===== src/rtl/fusion_pkg.sv =====
// Shared types and helpers for the fusion MAC pipeline.
package fusion_pkg;

    // Legal runtime operand width codes.
    localparam logic [3:0] W1 = 4'd1;
    localparam logic [3:0] W2 = 4'd2;
    localparam logic [3:0] W4 = 4'd4;
    localparam logic [3:0] W8 = 4'd8;

    // Packet state: IDLE means the next accepted beat opens a packet.
    typedef enum logic {
        IDLE  = 1'b0,
        ACCUM = 1'b1
    } state_t;

    // Per-packet configuration, widths already legalized.
    typedef struct packed {
        logic [7:0] in_width;
        logic [7:0] weight_width;
        logic       s_in;
        logic       s_weight;
    } cfg_t;

    // Map an illegal width code (0, non-power-of-two, above max_w) to max_w.
    function automatic logic [7:0] width_legalize(input logic [3:0] w, input int unsigned max_w);
        logic legal;
        legal = (w == W1) || (w == W2) || (w == W4) || (w == W8);
        if (legal && (32'(w) <= max_w)) begin
            return {4'd0, w};
        end
        return 8'(max_w);
    endfunction

    // Unsigned 2x2 bit-brick product.
    function automatic logic [3:0] brick_mul(input logic [1:0] a, input logic [1:0] b);
        return {2'b00, a} * {2'b00, b};
    endfunction

endpackage


===== src/rtl/bitbrick_array.sv =====
// Combinational bit-brick multiplier: (MAX_W/2)^2 unsigned 2x2 bricks plus
// sign correction for the extended top bit of each operand.
module bitbrick_array
    import fusion_pkg::*;
#(
    parameter int MAX_W = 8
) (
    input  logic [MAX_W:0]               a_i,
    input  logic [MAX_W:0]               b_i,
    output logic signed [2*MAX_W+1:0]    prod_o
);

    localparam int PW = 2*MAX_W + 2;
    localparam int NB = MAX_W / 2;

    // Shift-add the brick grid, then fold in the -2^MAX_W weight of each top bit.
    always_comb begin
        // NOTE: blocking assignments here build the running sum step by step; combinational logic only.
        prod_o = '0;
        for (int i = 0; i < NB; i++) begin
            for (int j = 0; j < NB; j++) begin
                prod_o = prod_o + (PW'(brick_mul(a_i[2*i +: 2], b_i[2*j +: 2])) << (2*(i+j)));
            end
        end
        if (a_i[MAX_W]) prod_o = prod_o - (PW'(b_i[MAX_W-1:0]) << MAX_W);
        if (b_i[MAX_W]) prod_o = prod_o - (PW'(a_i[MAX_W-1:0]) << MAX_W);
        if (a_i[MAX_W] && b_i[MAX_W]) prod_o = prod_o + (PW'(1) << (2*MAX_W));
    end

endmodule


===== src/rtl/fusion_mac_pipe.sv =====
// Three-stage pipelined multi-precision MAC: one operand pair per cycle,
// one registered sum per in_last-delimited packet.
module fusion_mac_pipe
    import fusion_pkg::*;
#(
    parameter int MAX_W = 8,
    parameter int ACC_W = 32
) (
    input  logic             clk,
    input  logic             rst_n,
    input  logic             in_valid,
    output logic             in_ready,
    input  logic [MAX_W-1:0] in_data,
    input  logic [MAX_W-1:0] weight,
    input  logic             in_last,
    input  logic [3:0]       in_width,
    input  logic [3:0]       weight_width,
    input  logic             s_in,
    input  logic             s_weight,
    output logic             out_valid,
    input  logic             out_ready,
    output logic [ACC_W-1:0] out_data,
    output logic             out_ovf
);

    localparam int PW = 2*MAX_W + 2;

    logic stall, accept;
    state_t state_q, state_d;
    cfg_t cfg_q, cfg_d, in_cfg, beat_cfg;

    logic             s1_valid_q, s1_last_q;
    logic [MAX_W-1:0] s1_a_q, s1_b_q;
    cfg_t             s1_cfg_q;
    logic [MAX_W:0]   a_ext, b_ext;
    logic             a_fill, b_fill, a_msb, b_msb;
    logic signed [PW-1:0] prod;

    logic                 s2_valid_q, s2_last_q, s2_signed_q;
    logic signed [PW-1:0] s2_prod_q;

    logic [ACC_W-1:0] acc_q, prod_ext, sum;
    logic [ACC_W:0]   sum_wide;
    logic             ovf_q, beat_ovf, out_valid_q, out_ovf_q;
    logic [ACC_W-1:0] out_data_q;

    assign stall     = out_valid_q && !out_ready;
    assign in_ready  = !stall;
    assign accept    = in_valid && in_ready;
    assign out_valid = out_valid_q;
    assign out_data  = out_data_q;
    assign out_ovf   = out_ovf_q;

    assign in_cfg.in_width     = width_legalize(in_width, MAX_W);
    assign in_cfg.weight_width = width_legalize(weight_width, MAX_W);
    assign in_cfg.s_in         = s_in;
    assign in_cfg.s_weight     = s_weight;

    // Packet FSM: the first beat of a packet supplies the config, later beats reuse it.
    always_comb begin
        // NOTE: every output gets a default first so no path leaves a latch behind.
        state_d  = state_q;
        cfg_d    = cfg_q;
        beat_cfg = (state_q == IDLE) ? in_cfg : cfg_q;
        if (accept) begin
            cfg_d   = beat_cfg;
            state_d = in_last ? IDLE : ACCUM;
        end
    end

    // Packet state and held config.
    always_ff @(posedge clk or negedge rst_n) begin
        // NOTE: state registers use non-blocking assignments so all flops update together.
        if (!rst_n) begin
            state_q <= IDLE;
            cfg_q   <= '0;
        end else begin
            state_q <= state_d;
            cfg_q   <= cfg_d;
        end
    end

    // S1: capture operands, packet config and last flag.
    always_ff @(posedge clk or negedge rst_n) begin
        if (!rst_n) begin
            s1_valid_q <= 1'b0;
            s1_last_q  <= 1'b0;
            s1_a_q     <= '0;
            s1_b_q     <= '0;
            s1_cfg_q   <= '0;
        end else if (!stall) begin
            s1_valid_q <= in_valid;
            s1_last_q  <= in_last;
            s1_a_q     <= in_data;
            s1_b_q     <= weight;
            s1_cfg_q   <= beat_cfg;
        end
    end

    // Zero/sign-extend the low width bits of each operand to MAX_W+1 bits.
    always_comb begin
        a_msb = 1'b0;
        b_msb = 1'b0;
        for (int k = 0; k < MAX_W; k++) begin
            if (k == int'(s1_cfg_q.in_width) - 1)     a_msb = s1_a_q[k];
            if (k == int'(s1_cfg_q.weight_width) - 1) b_msb = s1_b_q[k];
        end
        a_fill = s1_cfg_q.s_in & a_msb;
        b_fill = s1_cfg_q.s_weight & b_msb;
        for (int k = 0; k < MAX_W; k++) begin
            a_ext[k] = (k < int'(s1_cfg_q.in_width))     ? s1_a_q[k] : a_fill;
            b_ext[k] = (k < int'(s1_cfg_q.weight_width)) ? s1_b_q[k] : b_fill;
        end
        a_ext[MAX_W] = a_fill;
        b_ext[MAX_W] = b_fill;
    end

    bitbrick_array #(.MAX_W(MAX_W)) u_bricks (
        .a_i    (a_ext),
        .b_i    (b_ext),
        .prod_o (prod)
    );

    // S2: register the exact product and the packet's accumulate mode.
    always_ff @(posedge clk or negedge rst_n) begin
        if (!rst_n) begin
            s2_valid_q  <= 1'b0;
            s2_last_q   <= 1'b0;
            s2_signed_q <= 1'b0;
            s2_prod_q   <= '0;
        end else if (!stall) begin
            s2_valid_q  <= s1_valid_q;
            s2_last_q   <= s1_last_q;
            s2_signed_q <= s1_cfg_q.s_in | s1_cfg_q.s_weight;
            s2_prod_q   <= prod;
        end
    end

    // Wrapping add with signed-overflow or carry-out detection.
    always_comb begin
        prod_ext = ACC_W'(s2_prod_q);
        sum_wide = {1'b0, acc_q} + {1'b0, prod_ext};
        sum      = sum_wide[ACC_W-1:0];
        beat_ovf = s2_signed_q
                 ? ((acc_q[ACC_W-1] == prod_ext[ACC_W-1]) && (sum[ACC_W-1] != acc_q[ACC_W-1]))
                 : sum_wide[ACC_W];
    end

    // S3: accumulate; on the last beat load the output register and clear for the next packet.
    always_ff @(posedge clk or negedge rst_n) begin
        if (!rst_n) begin
            acc_q       <= '0;
            ovf_q       <= 1'b0;
            out_valid_q <= 1'b0;
            out_data_q  <= '0;
            out_ovf_q   <= 1'b0;
        end else if (!stall) begin
            out_valid_q <= s2_valid_q && s2_last_q;
            if (s2_valid_q) begin
                if (s2_last_q) begin
                    out_data_q <= sum;
                    out_ovf_q  <= ovf_q | beat_ovf;
                    acc_q      <= '0;
                    ovf_q      <= 1'b0;
                end else begin
                    acc_q <= sum;
                    ovf_q <= ovf_q | beat_ovf;
                end
            end
        end
    end

endmodule


===== config.mk =====
export PLATFORM = sky130hd
export DESIGN_NAME = fusion_mac_pipe
export DESIGN_NICKNAME = d
export VERILOG_FILES = /design/src/rtl/fusion_pkg.sv /design/src/rtl/bitbrick_array.sv /design/src/rtl/fusion_mac_pipe.sv
export SDC_FILE = /design/constraint.sdc
export NUM_CORES = 1
export LEC_CHECK = 0
export ABC_AREA = 1
export BUFFER_PORTS_ARGS = -buffer_cell sky130_fd_sc_hd__clkbuf_2
export CORE_MARGIN = 8
export CORE_UTILIZATION = 57
export DETAILED_ROUTE_END_ITERATION = 7
export PLACE_DENSITY = 0.82
export SETUP_SLACK_MARGIN = 0.15
export SLEW_MARGIN = 40
export SYNTH_ARGS = -nofsm -noshare
export SYNTH_HDL_FRONTEND = slang
export SYNTH_SLANG_ARGS = --single-unit

===== constraint.sdc =====
create_clock -name clk -period 8.15 [get_ports clk]
set_clock_uncertainty 0.1 [all_clocks]
set_input_delay 0.4075 -clock clk [delete_from_list [all_inputs] [get_ports clk]]
set_output_delay 0.4075 -clock clk [all_outputs]
set_load 0.05 [all_outputs]

==> results.md, run 1 <==
- I/O pin count: 66
- Flop-to-flop setup slack: -150 ps
- Port-buffer cells: 65
- FFs w/ async S/R, synth: 1.000
- Max Clk Rate: between 100 and 150 MHz
- First-pass GRT wire length: 49200 um
- DRC Markers: 0
- Post-synth top area share: 0.3188
- HP Start: weight[4]
- CP Launch Type: flip-flop
- Clock latency on the worst-skew pair: 430 ps
- Initial antenna violation count: 0
- Worst slew pin tran: slightly below 800 ps
- Failing checks: setup timing
- Synth Register Bits: 143
- Most common cell in the netlist: nand2_1
- Dpl hpwl: approximately 22000 um
- Num CTS Buffers: 17
- DRT iter0 DRCs: between 800 and 900
- GPL Wtd Cong: a little over 1
- Clk sink count: between 100 and 150
- Largest net degree at the start of global routing: 78
- GRT Overall Usage: 0.2474
- Via count: approximately 11k
- H-tree depth: 4
- Final WS setup: -151.1 ps
- Final Hold Fails: 0
- Diode count: 0
- WHS Path Cells: 3
- CP max stage delay: between 500 and 600 ps
- Root buffer cell: clkbuf_16
- Worst reg2reg path depth: between 40 and 50
- Final nets: approximately 1.8k
- Grt ovf: 0
- Final setup violating endpoints: 2
- Most used cell along the critical path: nand2_1
- CP arrival: approximately 8500 ps
- Ys flop type: dfrtp_1
- Fin util: 0.7218
- Post-synth top cells: nand2_1, inv_1, dfrtp_1, nor2_1, ha_1
- Die W: ~160 um
- Area contributors post-synth: dfrtp_1, ha_1, nand2_1
- Core Rows: 51
- Worst-path clk slew: ~60 ps
- Worst r2r src: s1_cfg_q[3]
- Max_slew headroom: 0.4840
- Register area share after synthesis: 0.3188
- Mapped Nets: approximately 1.7k
- R2r endpoint: s2_prod_q[17]
- Max cap viols: 0
- Fraction of layout cells with a size suffix above 1: 0.2404
- Number of nets with antenna violations after routing: 0
- Kind of end point of the critical path: flip-flop
- RSZ-0062 raised after global routing: true
- Yosys Warn Count: 0
- Critical-path top delay cell: fa_1
- WHS Endpoint: s1_b_q[4]
- Total Routed Length: between 30000 and 40000 um
- Core area: between 0.015 and 0.02 mm^2
- Final Critical Period: 8301 ps
- Post-Syn Area: roughly 0.011 mm^2
- Die area: approximately 0.024 mm^2
- Synth-to-layout area growth: 24.76%
- HP Class: primary input to flip-flop
- Final period util: 1.019
- DR vias/cell: roughly 5.6
- Yosys cell types: between 40 and 50
- Die height: between 150 and 200 um
- Post-synthesis cell count: approximately 1.5k
- Critical path type: flip-flop to flip-flop
- DR WL/cell: roughly 17 um
- Maximum root-to-sink buffer count: 2
- Final slew viol count: 0
- Required time worst endpoint: around 8400 ps
- Number of flops mapped to enable cells by yosys: 0
- Vias in the first global route: around 10k
- Yosys top cell by area: dfrtp_1
- Outcome: finished with violations
- Synthesized area per cell: 7.609 um^2
- Initial Util: 0.5786
- CTS tree: built
- Peak fanout along the critical path: 8
- DRT Pass-1 Iters: 5
-- cells in the final DEF (no fill, tap or decap), types with 5 or more instances in the layout --
cell type / count
clkbuf_16: 17
xnor2_1: 14
nand4_1: 15
inv_6: 5
ha_1: 95
clkbuf_2: 64
buf_6: 7
nor2_4: 5
o21ai_2: 15
buf_4: 110
nor2_1: 123
o21ai_1: 23
ha_4: 15
inv_2: 32
nor2_2: 21
a22oi_1: 6
a21oi_1: 54
nand3_1: 57
ha_2: 7
dfrtp_1: 140
a21oi_2: 9
a21o_1: 7
nand2_1: 355
o21ai_0: 109
fa_1: 32
fa_2: 10
nand2_2: 24
nor3_1: 8
inv_1: 166
nand3_2: 10
xor2_1: 17
-- metrics by stage --
stage | setup slack, ps | instance area [um^2] | hold slack [ps] | instances | setup TNS (ps)
after floorplan | 274.2 | 11220 | 11.91 | 1475 | 0
after global placement | 14.62 | 12450 | 362.4 | 1866 | 0
after detailed placement | -404.2 | 12450 | 364.8 | 1866 | -775.3
after CTS | 53.54 | 13420 | 85.52 | 1911 | 0
after global routing | -516.2 | 14000 | 98.91 | 1925 | -1289
final | -151.1 | 14000 | 88.09 | 1925 | -198.1
-- cell type report --
cell class,count,area (um^2)
inverter,201,759.5
fill,1458,5396
clock buffer,17,425.4
tap,265,331.6
timing repair buffer,184,1270
clock inverter,15,207.7
multi-input combinational,1100,7426
sequential,143,3582
-- registers in the layout, summed over array words and instances, names as in the netlist, 8 cells and up --
register and count:
out_data 32, s1_a_q 8, s1_b_q 8, s2_prod_q 18, cfg_q 18, s1_cfg_q 18
acc_q 32
-- metal layers --
layer,GRT usage,routed length [um],vias up
met5,0,0,-
met4,0.1011,1336,0
met3,0.03778,2038,107
met2,0.4218,15510,448
met1,0.3086,13000,5103
li1,-,-,5124
-- critical path, delay by kind of cell (launching register included) --
kind	cells	cell delay, ps
simple gates	19	1360
flops	1	490
xor+xnor	2	420
fa+ha+maj	11	4130
buf+inv	8	750
compound gates	6	920
-- worst max path at each step --
stage                start             to  slack, ps  cells past startpoint
2_1_floorplan  s1_cfg_q[3]  s2_prod_q[16]        270                     48
3_3_place_gp   s1_cfg_q[8]  s2_prod_q[17]         10                     42
3_5_place_dp   s1_cfg_q[9]  s2_prod_q[17]       -400                     42
4_1_cts        s1_cfg_q[3]  s2_prod_q[17]         50                     53
5_1_grt        s1_cfg_q[3]  s2_prod_q[16]       -520                     49
6_report       s1_cfg_q[3]  s2_prod_q[17]       -150                     46
-- cells by family after synthesis --
group,synth area share
AND/OR/NAND/NOR,0.2346
AO/OA/AOI/OAI,0.1305
buffers and inverters,0.07949
adder cells (fa/ha/maj),0.2054
flip-flops,0.3188
XOR/XNOR,0.03122
-- what timing repair did --
action / 4_1_cts / 5_1_grt
setup endpoints to repair: 6 / 7
pin swaps: 35 / 79
hold endpoints to repair: 76 / 0
hold buffers: 1 / 0
resized for setup: 49 / 118
setup buffers: 12 / 14
Power of run 1 is not shown: default switching activity piles up to over one toggle a cycle in this logic, so the estimate is an artifact.
==> inputs of run 2 (changes only) <==
Settings changed: RECOVER_POWER from default to 50.
==> run 2 against run 1 <==
Compared with the run above:
- design area is 0.36% lower
- clock-buffer cell count unchanged
- largest cell class unchanged
- hold slack got worse by 0.85 ps
- die area is the same
- global-route usage unchanged
- non-clock buffer count unchanged
- maximum frequency about the same
- routed wire length is 0.61% higher
- register-to-register slack barely moved
- setup slack improved by 5.4 ps
- sequential share of layout area is 0.092 points higher
- final cell count unchanged
- the flow finishes with violations (capacitance limit, slew limit, setup timing)
==> results.md, run 2 (synthesis gave the netlist of run 1 again) <==
- Outcome: finished with violations (unchanged)
- Failing checks: capacitance limit, slew limit, setup timing (was setup timing)
- Kind of end point of the critical path: flip-flop (unchanged)
- Number of nets with antenna violations after routing: 0 (unchanged)
- DRC Markers: 0 (unchanged)
- Grt ovf: 0 (unchanged)
- Synth-to-layout area growth: 24.31% (was 24.76%)
- Commonest non-fill, non-tap cells in the layout: nand2_1, inv_1, dfrtp_1 (unchanged)
- Port-buffer cells: 65 (unchanged)
- Met2 Wirelength: 15570 um (was 15510 um)
- GPL Wtd Cong: 1.011 (unchanged)
- Clk sink count: 143 (unchanged)
- Final Critical Period: 8296 ps (was 8301 ps)
- Final WS setup: -145.7 ps (was -151.1 ps)
- First-pass GRT wire length: 49200 um (unchanged)
- DR vias/cell: 5.625 (was 5.601)
- Die height: 156.3 um (unchanged)
- Diode count: 0 (unchanged)
- Top sig layer: met4 (unchanged)
- Maximum root-to-sink buffer count: 2 (unchanged)
- CP max stage delay: 570 ps (about the same)
- Via count: 10.83k (was 10.78k)
- DRT Pass-1 Iters: 5 (unchanged)
- Initial Util: 0.5786 (unchanged)
- Peak fanout along the critical path: 8 (unchanged)
- Final Hold Fails: 0 (unchanged)
- Required time worst endpoint: 8360 ps (about the same)
- CP arrival: 8510 ps (about the same)
- Core Rows: 51 (unchanged)
- Max cap viols: 1 (was 0)
- GRT Overall Usage: 0.2474 (unchanged)
- Final period util: 1.018 (was 1.019)
- Dpl cells: 1866 (unchanged)
- Post-route cell area: 0.01395 mm^2 (was 0.01400 mm^2)
- Worst-path clk slew: 60 ps (about the same)
- Pre-CTS setup slack: -404.2 ps (unchanged)
- Max Clk Rate: 120.5 MHz (about the same)
- Final nets: 1837 (unchanged)
- HP Class: primary input to flip-flop (unchanged)
- CP Launch Type: flip-flop (unchanged)
- Critical path type: flip-flop to flip-flop (unchanged)
- Num CTS Buffers: 17 (unchanged)
- Final setup violating endpoints: 2 (unchanged)
- Die W: 156.3 um (unchanged)
- Critical-path top delay cell: fa_1 (unchanged)
- Finished Layout Cells: 1925 (unchanged)
- I/O pin count: 66 (unchanged)
- RSZ-0062 raised after global routing: true (unchanged)
- Max_slew headroom: -1.673 (was 0.4840)
- Worst slew pin tran: 4009 ps (was 774.0 ps)
- Dpl hpwl: 21900 um (unchanged)
- Fillcell total: 1468 (was 1458)
- Vias in the first global route: 10.48k (unchanged)
- TNS Setup: -210.1 ps (was -198.1 ps)
- Core area: 0.01940 mm^2 (unchanged)
- WL met3: 2005 um (was 2038 um)
- Final slew viol count: 78 (was 0)
- DRT iter0 DRCs: 957 (was 893)
- DR WL/cell: 16.67 um (was 16.56 um)
- Total Routed Length: 32080 um (was 31890 um)
- DRT met1 WL: 13200 um (was 13000 um)
- Largest net degree at the start of global routing: 78 (unchanged)
- Fraction of layout cells with a size suffix above 1: 0.2193 (was 0.2404)
- Initial antenna violation count: 0 (unchanged)
- Clock latency on the worst-skew pair: 430 ps (about the same)
- Most used cell along the critical path: nand2_1 (unchanged)
- Die area: 0.02444 mm^2 (unchanged)
- Most common cell after layout, fill and taps aside: nand2_1 (unchanged)
- CTS tree: built (unchanged)
- H-tree depth: 4 (unchanged)
- Dpl cell area: 0.01245 mm^2 (unchanged)
- Root buffer cell: clkbuf_16 (unchanged)
==> run 2: path summary, 6_finish.rpt <==
kind | startpoint | slack [ps] | endpoint | cells past startpoint
hold reg to reg | out_data[27] | 380 | out_data[27] | 2
setup / recovery | s1_cfg_q[3] | -150 | s2_prod_q[17] | 46
min in group asynchronous | rst_n | 1850 | out_data[6] | 2
max in group asynchronous | rst_n | 3850 | out_data[20] | 2
hold / removal | weight[4] | 90 | s1_b_q[4] | 3
setup reg to reg | s1_cfg_q[3] | -150 | s2_prod_q[17] | 46
==> run 2: layout make-up <==
type | count | area [um^2] | area share
Clock buffer | 17 | 425.4 | 0.03049
Sequential cell | 143 | 3582 | 0.2567
Multi-Input combinational cell | 1100 | 7426 | 0.5322
Clock inverter | 15 | 207.7 | 0.01489
Tap cell | 265 | 331.6 | 0.02376
Inverter | 201 | 759.5 | 0.05443
Timing Repair Buffer | 184 | 1220 | 0.08744
==> run 2: what timing repair did <==
item	CTS	global route
gates resized for setup	49	118
endpoints found under the hold margin	76	0
hold buffers	1	0
buffers inserted	12	14
endpoints found under the setup margin	6	7
pin swaps	35	79
==> run 2: routing by layer <==
layer,track usage,vias to the layer above
met1,0.3086,5143
met5,0,-
met2,0.4218,464
met4,0.1011,0
met3,0.03778,100
li1,-,5122
==> run 2: worst max-delay path, delay by kind of cell (launching register included) <==
kind            cells  cell delay (ps)
compound gates      6              920
xor+xnor            2              420
fa+ha+maj          11             4140
buf+inv             8              750
flops               1              490
simple gates       19             1350
==> run 2: stage by stage <==
step                hold slack [ps]    util
floorplan                     11.91       -
global placement              362.4  0.6416
detailed placement            364.8  0.6419
CTS                           85.52  0.6916
global route                  98.91  0.7192
finish                        87.24  0.7192
Power of run 2 is left out for the same reason.
